**src/rtl/fx_reg_bank.sv**
```systemverilog
// fx-bus slave register bank: ID/VER, CTRL, SCRATCH, sticky STATUS and a
// 32-bit microsecond counter whose upper bytes are read through a snapshot.
module fx_reg_bank #(
  parameter logic [7:0] DEV_ID  = 8'h5A,
  parameter logic [7:0] DEV_VER = 8'h01,
  parameter logic [7:0] CLR_KEY = 8'hA5
) (
  input  logic        clk_sys,
  input  logic        rst_n,
  input  logic        pluse_us,
  input  logic [15:0] fx_waddr,
  input  logic        fx_wr,
  input  logic [7:0]  fx_data,
  input  logic        fx_rd,
  input  logic [15:0] fx_raddr,
  output logic [7:0]  fx_q,
  input  logic        evt_in,
  output logic [7:0]  ctrl_out
);

  localparam logic [15:0] ADDR_ID      = 16'h0000;
  localparam logic [15:0] ADDR_VER     = 16'h0001;
  localparam logic [15:0] ADDR_CTRL    = 16'h0002;
  localparam logic [15:0] ADDR_SCRATCH = 16'h0003;
  localparam logic [15:0] ADDR_STATUS  = 16'h0004;
  localparam logic [15:0] ADDR_US0     = 16'h0010;
  localparam logic [15:0] ADDR_US1     = 16'h0011;
  localparam logic [15:0] ADDR_US2     = 16'h0012;
  localparam logic [15:0] ADDR_US3     = 16'h0013;

  logic [7:0]  ctrl_reg;
  logic [7:0]  scratch_reg;
  logic        evt_seen;
  logic        cnt_wrap;
  logic        evt_d;
  logic [31:0] us_cnt;
  logic [31:0] snapshot;
  logic [7:0]  rd_data;

  logic wr_ctrl, wr_scratch, cnt_clr, cnt_inc, wrap_evt;
  logic evt_rise, status_rd, snap_ld;

  assign wr_ctrl    = fx_wr && (fx_waddr == ADDR_CTRL);
  assign wr_scratch = fx_wr && (fx_waddr == ADDR_SCRATCH);
  assign cnt_clr    = fx_wr && (fx_waddr == ADDR_US0) && (fx_data == CLR_KEY);
  assign cnt_inc    = pluse_us && ctrl_reg[0];
  // A clear beats a same-cycle increment, so it can never count as a wrap.
  assign wrap_evt   = cnt_inc && !cnt_clr && (us_cnt == 32'hFFFF_FFFF);
  assign evt_rise   = evt_in && !evt_d;
  assign status_rd  = fx_rd && (fx_raddr == ADDR_STATUS);
  assign snap_ld    = fx_rd && (fx_raddr == ADDR_US0);
  assign ctrl_out   = ctrl_reg;

  always_comb begin
    rd_data = 8'h00;
    case (fx_raddr)
      ADDR_ID:      rd_data = DEV_ID;
      ADDR_VER:     rd_data = DEV_VER;
      ADDR_CTRL:    rd_data = ctrl_reg;
      ADDR_SCRATCH: rd_data = scratch_reg;
      ADDR_STATUS:  rd_data = {6'b000000, cnt_wrap, evt_seen};
      ADDR_US0:     rd_data = us_cnt[7:0];
      ADDR_US1:     rd_data = snapshot[15:8];
      ADDR_US2:     rd_data = snapshot[23:16];
      ADDR_US3:     rd_data = snapshot[31:24];
      default:      rd_data = 8'h00;
    endcase
  end

  always_ff @(posedge clk_sys or negedge rst_n) begin
    if (!rst_n) begin
      ctrl_reg    <= 8'h00;
      scratch_reg <= 8'h00;
    end else begin
      if (wr_ctrl)    ctrl_reg    <= fx_data;
      if (wr_scratch) scratch_reg <= fx_data;
    end
  end

  always_ff @(posedge clk_sys or negedge rst_n) begin
    if (!rst_n) begin
      us_cnt   <= 32'h0000_0000;
      snapshot <= 32'h0000_0000;
    end else begin
      if (cnt_clr)      us_cnt <= 32'h0000_0000;
      else if (cnt_inc) us_cnt <= us_cnt + 32'd1;
      if (snap_ld)      snapshot <= us_cnt;
    end
  end

  // Sticky flags: a set arriving on the clearing read's edge wins.
  always_ff @(posedge clk_sys or negedge rst_n) begin
    if (!rst_n) begin
      evt_d    <= 1'b0;
      evt_seen <= 1'b0;
      cnt_wrap <= 1'b0;
    end else begin
      evt_d    <= evt_in;
      evt_seen <= evt_rise || (evt_seen && !status_rd);
      cnt_wrap <= wrap_evt || (cnt_wrap && !status_rd);
    end
  end

  always_ff @(posedge clk_sys or negedge rst_n) begin
    if (!rst_n)     fx_q <= 8'h00;
    else if (fx_rd) fx_q <= rd_data;
  end

endmodule

```
**config.mk**
```make
export PLATFORM = sky130hd
export DESIGN_NAME = fx_reg_bank
export DESIGN_NICKNAME = d
export VERILOG_FILES = /design/src/rtl/fx_reg_bank.sv
export SDC_FILE = /design/constraint.sdc
export NUM_CORES = 1
export LEC_CHECK = 0
export BUFFER_PORTS_ARGS = -buffer_cell sky130_fd_sc_hd__buf_2
export CORE_UTILIZATION = 31
export CTS_CLUSTER_DIAMETER = 120
export DETAILED_ROUTE_END_ITERATION = 16
export GPL_ROUTABILITY_DRIVEN = 0
export PLACE_DENSITY = 0.6
export SYNTH_ARGS = -nofsm -noshare
export SYNTH_HDL_FRONTEND = slang
export SYNTH_SLANG_ARGS = --single-unit
export TNS_END_PERCENT = 20
```
**constraint.sdc**
```tcl
create_clock -name clk_sys -period 3.21 [get_ports clk_sys]
set_input_delay 0.1605 -clock clk_sys [delete_from_list [all_inputs] [get_ports clk_sys]]
set_output_delay 0.1605 -clock clk_sys [all_outputs]
set_load 0.005 [all_outputs]
```
# Word-level counts from Yosys, hierarchy flattened
# Cells that the tools add are included.
[word_totals]
in_bits = 46
register_bits = 91
output_inout_bits = 16
word_cells = 44
[op_classes]
mux = 3
reduce_logical = 19
n_eq_ne = 13
add_sub_neg = 1
[ops]
columns = ["cell", "count"]
rows = [
  ["$eq A16 B5 Y1 const B", 5],
  ["$pmux W8 S9", 1],
  ["$eq A16 B2 Y1 const B", 4],
  ["$mux W32", 2],
  ["$add A32 B1 Y32 const B", 1],
  ["$eq A32 B32 Y1 const B", 1],
  ["$eq A16 B1 Y1 const B", 1],
  ["$eq A16 B3 Y1 const B", 1],
  ["$logic_not A16 Y1", 1],
  ["$logic_and A1 B1 Y1", 12],
  ["$eq A8 B8 Y1 const B", 1],
  ["$logic_not A1 Y1", 3],
  ["$logic_or A1 B1 Y1", 2],
  ["$reduce_bool A2 Y1", 1],
]

# Depth between registers and ports, before layout
# Gate-level depths: netlist of the first run.
[depth]
depth_word = 7
mapped_depth = 7
ltp_nobuf = 5

# Worst setup path before layout of the first run
# OpenSTA, ideal clock, no wires.
[synth_path]
path_kind = "in2reg"
start = "input port fx_raddr[13]"
end = "register snapshot[10]"
arrival_time_ns = 1.700
n_path_buf = 1
setup_ns = 0.125
path_stages = 6
t_required_ns = 3.085
slack_ns = 1.385
path_cell_list = "nor4_2 and2_4 nand3_4 nor3_4 buf_12 mux2_4"
[synth_between]
elab_chain_cells = 2
[synth_lines]
columns = ["item", "line_no", "text"]
rows = [
  ["from (decl)", "15", "input logic [15:0] fx_raddr,"],
  ["$eq A16 B5 Y1", "51", "assign snap_ld = fx_rd && (fx_raddr == ADDR_US0);"],
  ["$logic_and A1 B1 Y1", "51", ""],
  ["to (signal assigned)", "87", "if (snap_ld) snapshot <= us_cnt;"],
  ["to (decl)", "37", "logic [31:0] snapshot;"],
]
# Every way passes these cells.
# A chain may end at the register's enable or synchronous reset.

# Worst setup path after layout of the first run
[layout_path]
start = "register ctrl_reg[0], in the netlist ctrl_out[0]"
end = "register us_cnt[26]"
[layout_between]
elab_chain_cells = 2
[layout_lines]
columns = ["item", "line_no", "text"]
rows = [
  ["from (decl)", "31", "logic [7:0] ctrl_reg;"],
  ["from (signal assigned)", "75", "if (wr_ctrl) ctrl_reg <= fx_data;"],
  ["$logic_and A1 B1 Y1", "46", "assign cnt_inc = pluse_us && ctrl_reg[0];"],
  ["$reduce_bool A2 Y1 (no source line)", "n/a", ""],
  ["to (signal assigned)", "86", "else if (cnt_inc) us_cnt <= us_cnt + 32'd1;"],
  ["to (decl)", "36", "logic [31:0] us_cnt;"],
]
# Every way passes these cells.

==> impl_results.md, run 1 <==
- Synth Warn #: 0
- Top-count cell post-synth: dfrtp_1
- Top post-synthesis cells by area: dfrtp_1 48%, mux2_2 7.6%, mux2_4 7.0%
- XOR/XNOR Fraction of Synth Area: 6.13%
- First-pass DRT Iterations: 4
- Post-synthesis mux area share: 18.1%
- Clock sink count: 83
- VDD IR-drop max: 0.000228 V
- Die Wd: ~120 um
- # rows: between 40 and 50
- Synth async-reset ratio: 100%
- Cell mode on critical path: and4_1
- DRT iter0 DRCs: 228
- Simple-Gate Fraction of Synth Area: 19.4%
- Grt ovf: 0
- Fin crit share: 61.2%
- PortBufs: 61
- Core Region: ~0.013 mm^2
- Crit. End Element: flip-flop
- Critical Path RT: 3.41 ns
- Mapped Cells: 371
- Synth cell types: 48
- Register area share after synthesis: 48.5%
- Chip height: 120 um
- Starting Density: between 30 and 40%
- HP Class: input port to asynchronous set/reset pin
- CP Cell Sequence: and4_1 > and4_1 > nand4_1 > xnor2_1 > nor2b_1
- Buf/Inv on CP: 0
- DP HPWL: 7230 um
- Final ANT Viol Nets: 0
- Avg Vias per Cell: 5.01
- PwrDens: 431 mW/mm^2
- Max FO, Critical Path: 13
- Htree depth: 3
- Status: finished, violations left
- Via count: 3043
- Setup bufs post-CTS: 0
- Die area: 0.0143 mm^2
- Top_reg_cell synth: dfrtp_1
- Area share of fa/ha/maj cells after synthesis: 0.292%
- CTS tree: done
- Fin. Hold Viols: 2
- Clock Path Buffers: 2
- Total CTS buffers: 9
- Synthesized area: 0.00429 mm^2
- Max-slew violations: 0
- Area growth syn-to-layout: 17.3%
- Main combinational cell family by area after synthesis: simple AND/OR/NAND/NOR gates
- GR Util All Layers: 14.5%
- Setup crit start kind: flip-flop
- # DRC: 0
- First-pass GRT wire length: 16000 um
- Root buffer cell: clkbuf_16
- Fmax: between 0.5 and 0.6 GHz
- Routed WL: about 10000 um
- Actual slew at the worst max-slew pin: 1.02 ns
- Skew-Pair Late Insertion Delay: roughly 0.33 ns
- Layout cell share with drive strength beyond 1: 31.3%
- Setup-failing EPs final: 0
- Slowest CP cell: and4_1
- Boundary Pins: just over 60
- Post-synthesis register bit count: between 80 and 90
- Max-cap viol count: 0
- Hold Slack: -0.00219 ns
- Top cell type's share of synthesized area: 48.5%
- Biggest regs: us_cnt: 32 flops, snapshot: 24 flops
- RSZ-0062 raised after global routing: false
- Initial antenna violation count: 0
- Reg with most FFs: us_cnt
- Fin nets: 474
- Worst-path clk slew: 0.06 ns
- Final clock skew: 0.00549 ns
- Failing checks: hold timing
- Critical path class: flip-flop to flip-flop
- FILL cells: 1308
- Syn avg cell area: roughly 12 um^2
- Cell taking the most area after synthesis: dfrtp_1
- Min cycle time layout: 1.97 ns
- Total Neg Setup Slack: 0 ns
- Wirelength per Cell: between 15 and 20 um
- Critical path's top delay family: simple AND/OR/NAND/NOR gates
- Syn nets: 418
- Vias in the first global route: 3024
- Slew Limit Headroom: 31.7%
- CP peak stage delay: roughly 0.60 ns
- Top post-synthesis cells by count: 83 x dfrtp_1, 42 x nor2_1, 29 x mux2_2
- Largest net degree at the start of global routing: between 80 and 90
- Antenna diodes: 0
- Leakage power total: 2.39 nW
- Compound-Gate Fraction of Synth Area: 4.35%
- Largest register FFs: 32
- Number of synthesized flops with an enable pin: 0
- CP Data Arrival Time: 2.16 ns
what timing repair did:
action / CTS / global route
gates resized for setup: 0 / 0
hold buffers: 1 / 0
hold endpoints to repair: 1 / 0
final cells by class:
type / count / area (um^2) / area share (%)
clock buffer: 13 / 260 / 5.18
multi-input combinational: 261 / 2070 / 41.2
sequential: 83 / 2080 / 41.3
timing repair buffer: 64 / 333 / 6.62
inverter: 8 / 30.0 / 0.597
clock inverter: 2 / 35.0 / 0.697
tap: 176 / 220 / 4.38
per-stage QoR:
step                power, mW  setup slack [ns]  cell area (um^2)  cells  util [%]
floorplan                1.09              1.38              4290    371         -
global placement         1.15              1.12              4720    591      35.4
detailed placement       1.16              1.06              4720    591      35.4
CTS                      2.19              1.25              5030    607      37.7
global route             2.23              1.08              5030    607      37.7
finish                   2.17              1.24              5030    607      37.7
final timing paths:
kind                       depth (start not counted)            to         from  slack (ns)
min reg2reg                                        1      evt_seen        evt_d        0.42
min in group clk_sys                               2   ctrl_out[5]   fx_data[5]        0.09
min                                                1     us_cnt[4]        rst_n      -0.002
max                                                5    us_cnt[26]  ctrl_out[0]        1.24
max in group asynchronous                          1  snapshot[31]        rst_n        2.55
max reg2reg                                        5    us_cnt[26]  ctrl_out[0]        1.24
power breakdown:
group / internal (mW) / switching (mW)
registers: 1.05 / 0.000268
clock network: 0.640 / 0.390
logic: 0.0337 / 0.0552
cells in the final DEF (no fill, tap or decap), types with 10 or more instances in the layout:
master / count
and4_1: 10
buf_2: 60
dfrtp_1: 83
mux2_2: 29
mux2_4: 20
mux2i_1: 15
nand2_1: 10
nand3_1: 17
nand4_1: 17
nor2_1: 42
o22ai_1: 10
xor2_1: 27
cells by family after synthesis:
| kind of cell | after synthesis |
|---|---|
| mux | 64 |
| compound gates | 29 |
| simple gates | 137 |
| fa+ha+maj | 1 |
| xor+xnor | 30 |
| flops | 83 |
| buf+inv | 27 |
metal layers:
layer / global-route usage, % / vias up / wire (um)
met5: 0 / - / 0
li1: - / 1446 / -
met1: 19.6 / 1508 / 4520
met2: 23.0 / 74 / 4620
met3: 2.76 / 15 / 460
met4: 5.86 / 0 / 189
No activity file was read; power rests on OpenSTA's default activity.
==> inputs of run 2 (changes only) <==
--- a/config.mk
+++ b/config.mk
@@ -5,12 +5,13 @@
 export SDC_FILE = /design/constraint.sdc
 export NUM_CORES = 1
 export LEC_CHECK = 0
+export ABC_AREA = 1
 export BUFFER_PORTS_ARGS = -buffer_cell sky130_fd_sc_hd__buf_2
 export CORE_UTILIZATION = 31
 export CTS_CLUSTER_DIAMETER = 120
 export DETAILED_ROUTE_END_ITERATION = 16
 export GPL_ROUTABILITY_DRIVEN = 0
-export PLACE_DENSITY = 0.6
+export PLACE_DENSITY = 0.61
 export SYNTH_ARGS = -nofsm -noshare
 export SYNTH_HDL_FRONTEND = slang
 export SYNTH_SLANG_ARGS = --single-unit
==> constraint.sdc (replaced) <==
create_clock -name clk_sys -period 1.7 [get_ports clk_sys]
set_input_delay 0.085 -clock clk_sys [delete_from_list [all_inputs] [get_ports clk_sys]]
set_output_delay 0.085 -clock clk_sys [all_outputs]
set_load 0.005 [all_outputs]
==> run 2 against run 1 <==
  * The run now ends clean
  * Wire length rose by 31%
  * Sequential cell count did not move
  * Global-route usage rose by 2.6 points
==> impl_results.md, run 2 <==
- Status: finished clean
- # rows: 44 (+4.8%)
- CTS tree: done
- Critical path's top delay family: simple AND/OR/NAND/NOR gates
- Post-route cell area: 0.00571 mm^2 (+14%)
- FILL cells: 1554 (+19%)
- Synth Warn #: 0 (unchanged)
- Buf/Inv on CP: 0 (unchanged)
- Synth cell types: 36 (-25%)
- DP HPWL: 10000 um (+38%)
- Htree depth: 3 (unchanged)
- Psw: 889 uW (+100%)
- Avg Vias per Cell: 4.85 (-3.3%)
- PwrDens: 700 mW/mm^2 (+63%)
- Routed WL: 12800 um (+31%)
- Fin nets: 792 (+67%)
- Setup crit start kind: flip-flop
- Setup-failing EPs final: 0 (unchanged)
- Layout cell share with drive strength beyond 1: 17.9% (-13 points)
- Boundary Pins: 62 (unchanged)
- Post-synthesis register bit count: 83 (unchanged)
- CP Data Arrival Time: 1.87 ns (-0.29 ns)
- Core Region: 0.0148 mm^2 (+11%)
- Largest net degree at the start of global routing: 32 (-62%)
- Top post-synthesis cells by area: dfrtp_1 44%, nand2_1 15%, nand3_1 7.3%
- CP Cell Sequence: nand2_1 > nor3_4 > nand3_1 > nor2_1 > nand3_1 > nand2_1 > nand2_1 > nor2_1
- Top post-synthesis cells by count: 191 x nand2_1, 92 x nor2_1, 83 x dfrtp_1
- Top-count cell post-synth: nand2_1
- Combinational power share: 4.9% (+0.8 points)
- Die area: 0.0158 mm^2 (+11%)
- Slew Limit Headroom: 67.5% (+36 points)
- DRT iter0 DRCs: 259 (+14%)
- Syn nets: 713 (+71%)
- R2R setup slack: 0.10 ns (-1.14 ns)
- Critical Path RT: 1.97 ns (-1.44 ns)
- HP Class: input port to flip-flop
- Min cycle time layout: 1.60 ns (-0.369 ns)
- Syn avg cell area: 7.14 um^2 (-38%)
- Commonest non-fill, non-tap cell in the layout: nand2_1
- Synth async-reset ratio: 100% (unchanged)
- Setup bufs post-CTS: 0 (unchanged)
- First-pass DRT Iterations: 5 (+1)
- Largest register FFs: 32 (unchanged)
- Leakage power total: 2.96 nW (+24%)
- GR Util All Layers: 17.2% (+2.6 points)
- Synthesized area: 0.00476 mm^2 (+11%)
- Mapped Cells: 666 (+80%)
- First-pass GRT wire length: 21300 um (+33%)
- Multi-input logic area: 0.00233 mm^2 (+13%)
- Register area share after synthesis: 43.7% (-4.8 points)
- Fmax: 0.627 GHz (+23%)
- Hold Slack: 0.0360 ns (+0.0382 ns)
- Fin crit share: 93.9% (+33 points)
- Clock Path Buffers: 2 (unchanged)
- Slowest CP cell: dfrtp_1
- Number of synthesized flops with an enable pin: 0 (unchanged)
- Reg with most FFs: us_cnt
- Root buffer cell: clkbuf_16
- Grt ovf: 0 (unchanged)
- # DRC: 0 (unchanged)
- Cell mode on critical path: nand2_1
- Skew-Pair Late Insertion Delay: 0.34 ns (about the same)
- Clock sink count: 83 (unchanged)
- Vias in the first global route: 4282 (+42%)
- Top_reg_cell synth: dfrtp_1
- Cell taking the most area after synthesis: dfrtp_1
- Area growth syn-to-layout: 20.0%
- Worst-path clk slew: 0.06 ns (about the same)
- Max-slew violations: 0 (unchanged)
- Critical path class: flip-flop to flip-flop
- Total CTS buffers: 9 (unchanged)
- Chip height: 126 um (+5.3%)
- Final clock skew: 0.00653 ns (+0.00104 ns)
- VDD IR-drop max: 0.000448 V (+96%)
- Biggest regs: us_cnt: 32 flops, snapshot: 24 flops
- Register area: 0.00208 mm^2 (+0.24%)
- Fin. Hold Viols: 0 (-2)
- Clock power frac: 45.5% (-2.0 points)
- Seq pwr share: 49.5% (+1.1 points)
- PortBufs: 61 (unchanged)
- Starting Density: 32.2% (+0.13 points)
- Top cell type's share of synthesized area: 43.7% (-4.8 points)
- CP peak stage delay: 0.42 ns (-0.18 ns)
- Placed Area: 0.00538 mm^2 (+14%)
- Die Wd: 126 um (+5.3%)
- Int Pwr: 3.11 mW (+81%)
- Wirelength per Cell: 13.7 um (-15%)
- Initial antenna violation count: 0 (unchanged)
- Total Neg Setup Slack: 0 ns (unchanged)
- Antenna diodes: 0 (unchanged)
- Most frequent cells in the layout: 191 x nand2_1, 91 x nor2_1, 79 x dfrtp_1, 69 x nand3_1, 66 x inv_1
- Max-cap viol count: 0 (unchanged)
- Via count: 4522 (+49%)
- Final ANT Viol Nets: 0 (unchanged)
- RSZ-0062 raised after global routing: true
- Switching part of the total power: 22.3% (+1.7 points)
- Max FO, Critical Path: 5 (-8)
- Actual slew at the worst max-slew pin: 0.485 ns (-0.540 ns)
- Crit. End Element: flip-flop
[run 2: changes by cell type after synthesis, sizes merged, moves of 42 or more]
cell   delta
nand2   +182
inv      +63
nor2     +59
nand3    +52
mux2     -44
o21ai    +42
[run 2: worst paths after layout]
check                           cells past startpoint          end  startpoint
min in group asynchronous                           2  ctrl_out[3]       rst_n
max in group asynchronous                           3      fx_q[6]       rst_n
worst min register to register                      1     evt_seen       evt_d
worst min-delay path                                3  ctrl_out[6]  fx_data[6]
worst max register to register                      8   us_cnt[30]   us_cnt[6]
worst max-delay path                                8   us_cnt[30]   us_cnt[6]
[run 2: repair_timing]
| item | in CTS | in global routing |
|---|---|---|
| endpoints found under the setup margin | 0 | 6 |
| resized for setup | 0 | 10 |
| endpoints found under the hold margin | 28 | 0 |
| hold buffers | 2 | 0 |
[run 2: power by group through the flow]
stage                     registers [mW]  clock network (mW)  logic [mW]
final                               1.98                1.82       0.198
after global routing                1.98                1.96       0.225
after CTS                           1.98                1.87       0.201
after detailed placement            2.01                   0       0.197
after global placement              2.01                   0       0.197
after floorplan                     2.01                   0      0.0645
[run 2: layout make-up]
class	count	share of cell area, %
Timing Repair Buffer	86	8.99
Multi-Input combinational cell	493	40.9
Clock buffer	11	4.43
Inverter	72	4.74
Tap cell	184	4.03
Sequential cell	83	36.5
Clock inverter	4	0.460
[run 2: per-layer routing]
metal | up-vias | wire length [um] | part of all wire, % | GRT usage [%]
met1 | 2079 | 6290 | 49 | 23.7
met4 | 0 | 172 | 1.3 | 6.02
li1 | 2320 | - | - | -
met3 | 10 | 674 | 5.3 | 3.99
met5 | - | 0 | 0 | 0
met2 | 113 | 5690 | 44 | 26.3
[run 2: cells by family (layout without fill, tap and decap cells)]
logic type | Yosys count | after routing | synth area share, %
flops | 83 | 83 | 43.7
mux | 5 | 5 | 1.34
simple gates | 422 | 422 | 39.6
xor+xnor | 1 | 1 | 0.184
compound gates | 64 | 64 | 7.10
buf+inv | 90 | 173 | 7.81
fa+ha+maj | 1 | 1 | 0.263
[run 2: metrics by stage]
step | power, mW | cells | utilization, % | setup WS, ns
finish | 4.00 | 933 | 38.7 | 0.104
global route | 4.16 | 933 | 38.7 | -0.0322
CTS | 4.05 | 933 | 38.5 | 0.0821
detailed placement | 2.21 | 916 | 36.4 | 0.105
global placement | 2.21 | 916 | 36.4 | 0.108
floorplan | 2.08 | 666 | - | 0.292
[run 2: worst reg2reg max path: stages, from the launching register on]
cell,delay [ns]
dfrtp_1,0.42
nand2_1,0.16
nor3_4,0.27
nand3_1,0.18
nor2_1,0.18
nand3_1,0.11
nand2_1,0.09
nand2_1,0.05
nor2_1,0.07
==> inputs of run 3 (changes only) <==
--- a/config.mk
+++ b/config.mk
@@ -7,11 +7,11 @@
 export LEC_CHECK = 0
 export ABC_AREA = 1
 export BUFFER_PORTS_ARGS = -buffer_cell sky130_fd_sc_hd__buf_2
-export CORE_UTILIZATION = 31
+export CORE_UTILIZATION = 53
 export CTS_CLUSTER_DIAMETER = 120
 export DETAILED_ROUTE_END_ITERATION = 16
 export GPL_ROUTABILITY_DRIVEN = 0
-export PLACE_DENSITY = 0.61
+export PLACE_DENSITY = 0.88
 export SYNTH_ARGS = -nofsm -noshare
 export SYNTH_HDL_FRONTEND = slang
 export SYNTH_SLANG_ARGS = --single-unit
==> run 3 against run 2 <==
  * Non-clock buffer count decreased by 1
  * Sequential share of layout area grew 1.3 points
  * Via count increased by 7.5%
  * Maximum frequency down 3.9%
  * Sequential power barely moved
  * Power down 9.5%
  * First-iteration DRC count rose by 92%
  * Combinational power is 2% lower
  * Highest routed layer unchanged
==> impl_results.md, run 3 (same netlist as run 2, synthesis figures left out) <==
- Initial antenna violation count: 0 (unchanged)
- Seq pwr share: 54.6% (+5.1 points)
- First-pass DRT Iterations: 5 (unchanged)
- Final clock skew: 0.0204 ns (+0.0139 ns)
- Worst-path clk slew: 0.10 ns (+0.04 ns)
- Actual slew at the worst max-slew pin: 0.525 ns (+0.0402 ns)
- Clock sink count: 83 (unchanged)
- Hold Path Origin: fx_data[2]
- Slew Limit Headroom: 64.9% (-2.7 points)
- Crit. End Element: flip-flop
- Total CTS buffers: 9 (unchanged)
- Antenna diodes: 0 (unchanged)
- RSZ-0062 raised after global routing: true
- GR Util All Layers: 27.9% (+11 points)
- Area growth syn-to-layout: 15.9%
- Post-route cell area: 0.00551 mm^2 (-3.4%)
- DP HPWL: 9850 um (-1.5%)
- VDD IR-drop max: 0.000479 V (+6.8%)
- Largest register FFs: 32 (unchanged)
- Reg with most FFs: us_cnt
- Fin. Hold Viols: 0 (unchanged)
- Worst R2R Path Depth: 9 (+1)
- Final ANT Viol Nets: 0 (unchanged)
- Max FO, Critical Path: 6 (+1)
- Critical Path RT: 1.96 ns (about the same)
- Vias in the first global route: 4564 (+6.6%)
- Setup bufs post-CTS: 0 (unchanged)
- Die Wd: 96.7 um (-23%)
- Leakage power total: 2.90 nW (-2.0%)
- Die area: 0.00936 mm^2 (-41%)
- Boundary Pins: 62 (unchanged)
- Int Pwr: 2.73 mW (-12%)
- R2R setup slack: 0.04 ns (-0.07 ns)
- Worst Setup SP: us_cnt[0]
- Avg Vias per Cell: 5.67 (+17%)
- Clock Path Buffers: 2 (unchanged)
- Fin nets: 791 (-0.13%)
- Wirelength per Cell: 14.8 um (+7.8%)
- CP endpoint: us_cnt[15]
- Psw: 889 uW (about the same)
- Combinational power share: 5.4% (+0.5 points)
- # DRC: 0 (unchanged)
- PortBufs: 61 (unchanged)
- Reg-to-Reg Start: us_cnt[0]
- Starting Density: 54.5% (+22 points)
- Via count: 4863 (+7.5%)
- Most frequent cells in the layout: 190 x nand2_1, 92 x nor2_1, 78 x dfrtp_1, 69 x nand3_1, 66 x inv_1
- Setup-failing EPs final: 0 (unchanged)
- Layout cell share with drive strength beyond 1: 17.8% (-0.13 points)
- Max-slew violations: 0 (unchanged)
- Reg-to-Reg End: us_cnt[15]
- Min cycle time layout: 1.66 ns (+0.0655 ns)
- Largest net degree at the start of global routing: 41 (+28%)
- Core Region: 0.00872 mm^2 (-41%)
- # rows: 34 (-23%)
- Critical path class: flip-flop to flip-flop
- Placed Area: 0.00528 mm^2 (-1.9%)
- DRT iter0 DRCs: 496 (+92%)
- Skew-Pair Late Insertion Delay: 0.37 ns (+0.03 ns)
- CTS tree: done
- First-pass GRT wire length: 21200 um (-0.45%)
- Max-cap viol count: 0 (unchanged)
- Root buffer cell: clkbuf_8
- Clock power frac: 40.0% (-5.5 points)
- Setup crit start kind: flip-flop
- Biggest regs: us_cnt: 32 flops, snapshot: 24 flops
- PwrDens: 656 mW/mm^2 (-6.4%)
- Status: finished clean
- Inst Count DP: 839 (-8.4%)
- Switching part of the total power: 24.6% (+2.3 points)
- Routed WL: 12700 um (-1.0%)
- Fin crit share: 97.7% (+3.9 points)
- Htree depth: 3 (unchanged)
- Layout Cells excl Fill: 857 (-8.1%)
- Commonest non-fill, non-tap cell in the layout: nand2_1
- Chip height: 96.7 um (-23%)
- Grt ovf: 0 (unchanged)
- CP Data Arrival Time: 1.92 ns (+0.05 ns)
- Fmax: 0.602 GHz (-3.9%)
- HP Class: input port to flip-flop
-- run 3: cell type report --
type | instances | area [um^2]
sequential | 83 | 2080
fill | 712 | 3210
multi-input combinational | 493 | 2320
inverter | 72 | 270
timing repair buffer | 85 | 505
clock buffer | 9 | 124
clock inverter | 7 | 76.3
tap | 108 | 135
-- run 3: per-stage QoR --
stage	TNS [ns]	util, %	worst slack, ns	total power [mW]	hold WS (ns)
global route	-0.0435	63.2	-0.0225	3.76	0.00870
finish	0	63.2	0.0386	3.62	0.00982
global placement	0	60.5	0.0946	2.19	0.0163
detailed placement	0	60.5	0.0707	2.20	0.0219
CTS	0	63.0	0.0335	3.63	0.00259
floorplan	0	-	0.292	2.08	-0.211
-- run 3: metal layers --
layer	track usage (%)	part of all wire [%]	up-vias
met5	0	0	-
li1	-	-	2324
met3	5.56	8.5	38
met1	36.5	41	2233
met2	45.9	48	268
met4	10.1	2.5	0
-- run 3: power by group through the flow --
stage	Clock [mW]	Combinational, mW	Sequential (mW)
3_3_place_gp	0	0.181	2.01
2_1_floorplan	0	0.0645	2.01
3_5_place_dp	0	0.190	2.01
6_report	1.45	0.194	1.97
4_1_cts	1.46	0.195	1.97
5_1_grt	1.56	0.218	1.98
-- run 3: worst max-delay path, stage by stage, from the launching register on --
cell     delay (ns)
dfrtp_2        0.46
nand3_1        0.18
nor2_2         0.20
nand2_2        0.10
nor2_4         0.12
nand2_1        0.10
nor2_1         0.20
nand2_1        0.08
nand2_1        0.06
nor2_1         0.04
-- run 3: worst min-delay path by stage --
stage               depth (start not counted)        endpoint
floorplan                                   0        cnt_wrap
global placement                            1           evt_d
detailed placement                          1           evt_d
CTS                                         3  scratch_reg[2]
global route                                3  scratch_reg[7]
finish                                      3  scratch_reg[2]
-- run 3: what timing repair did --
action | CTS | global route
setup endpoints to repair | 0 | 10
resized for setup | 0 | 8
hold buffers | 2 | 0
endpoints found under the hold margin | 63 | 0
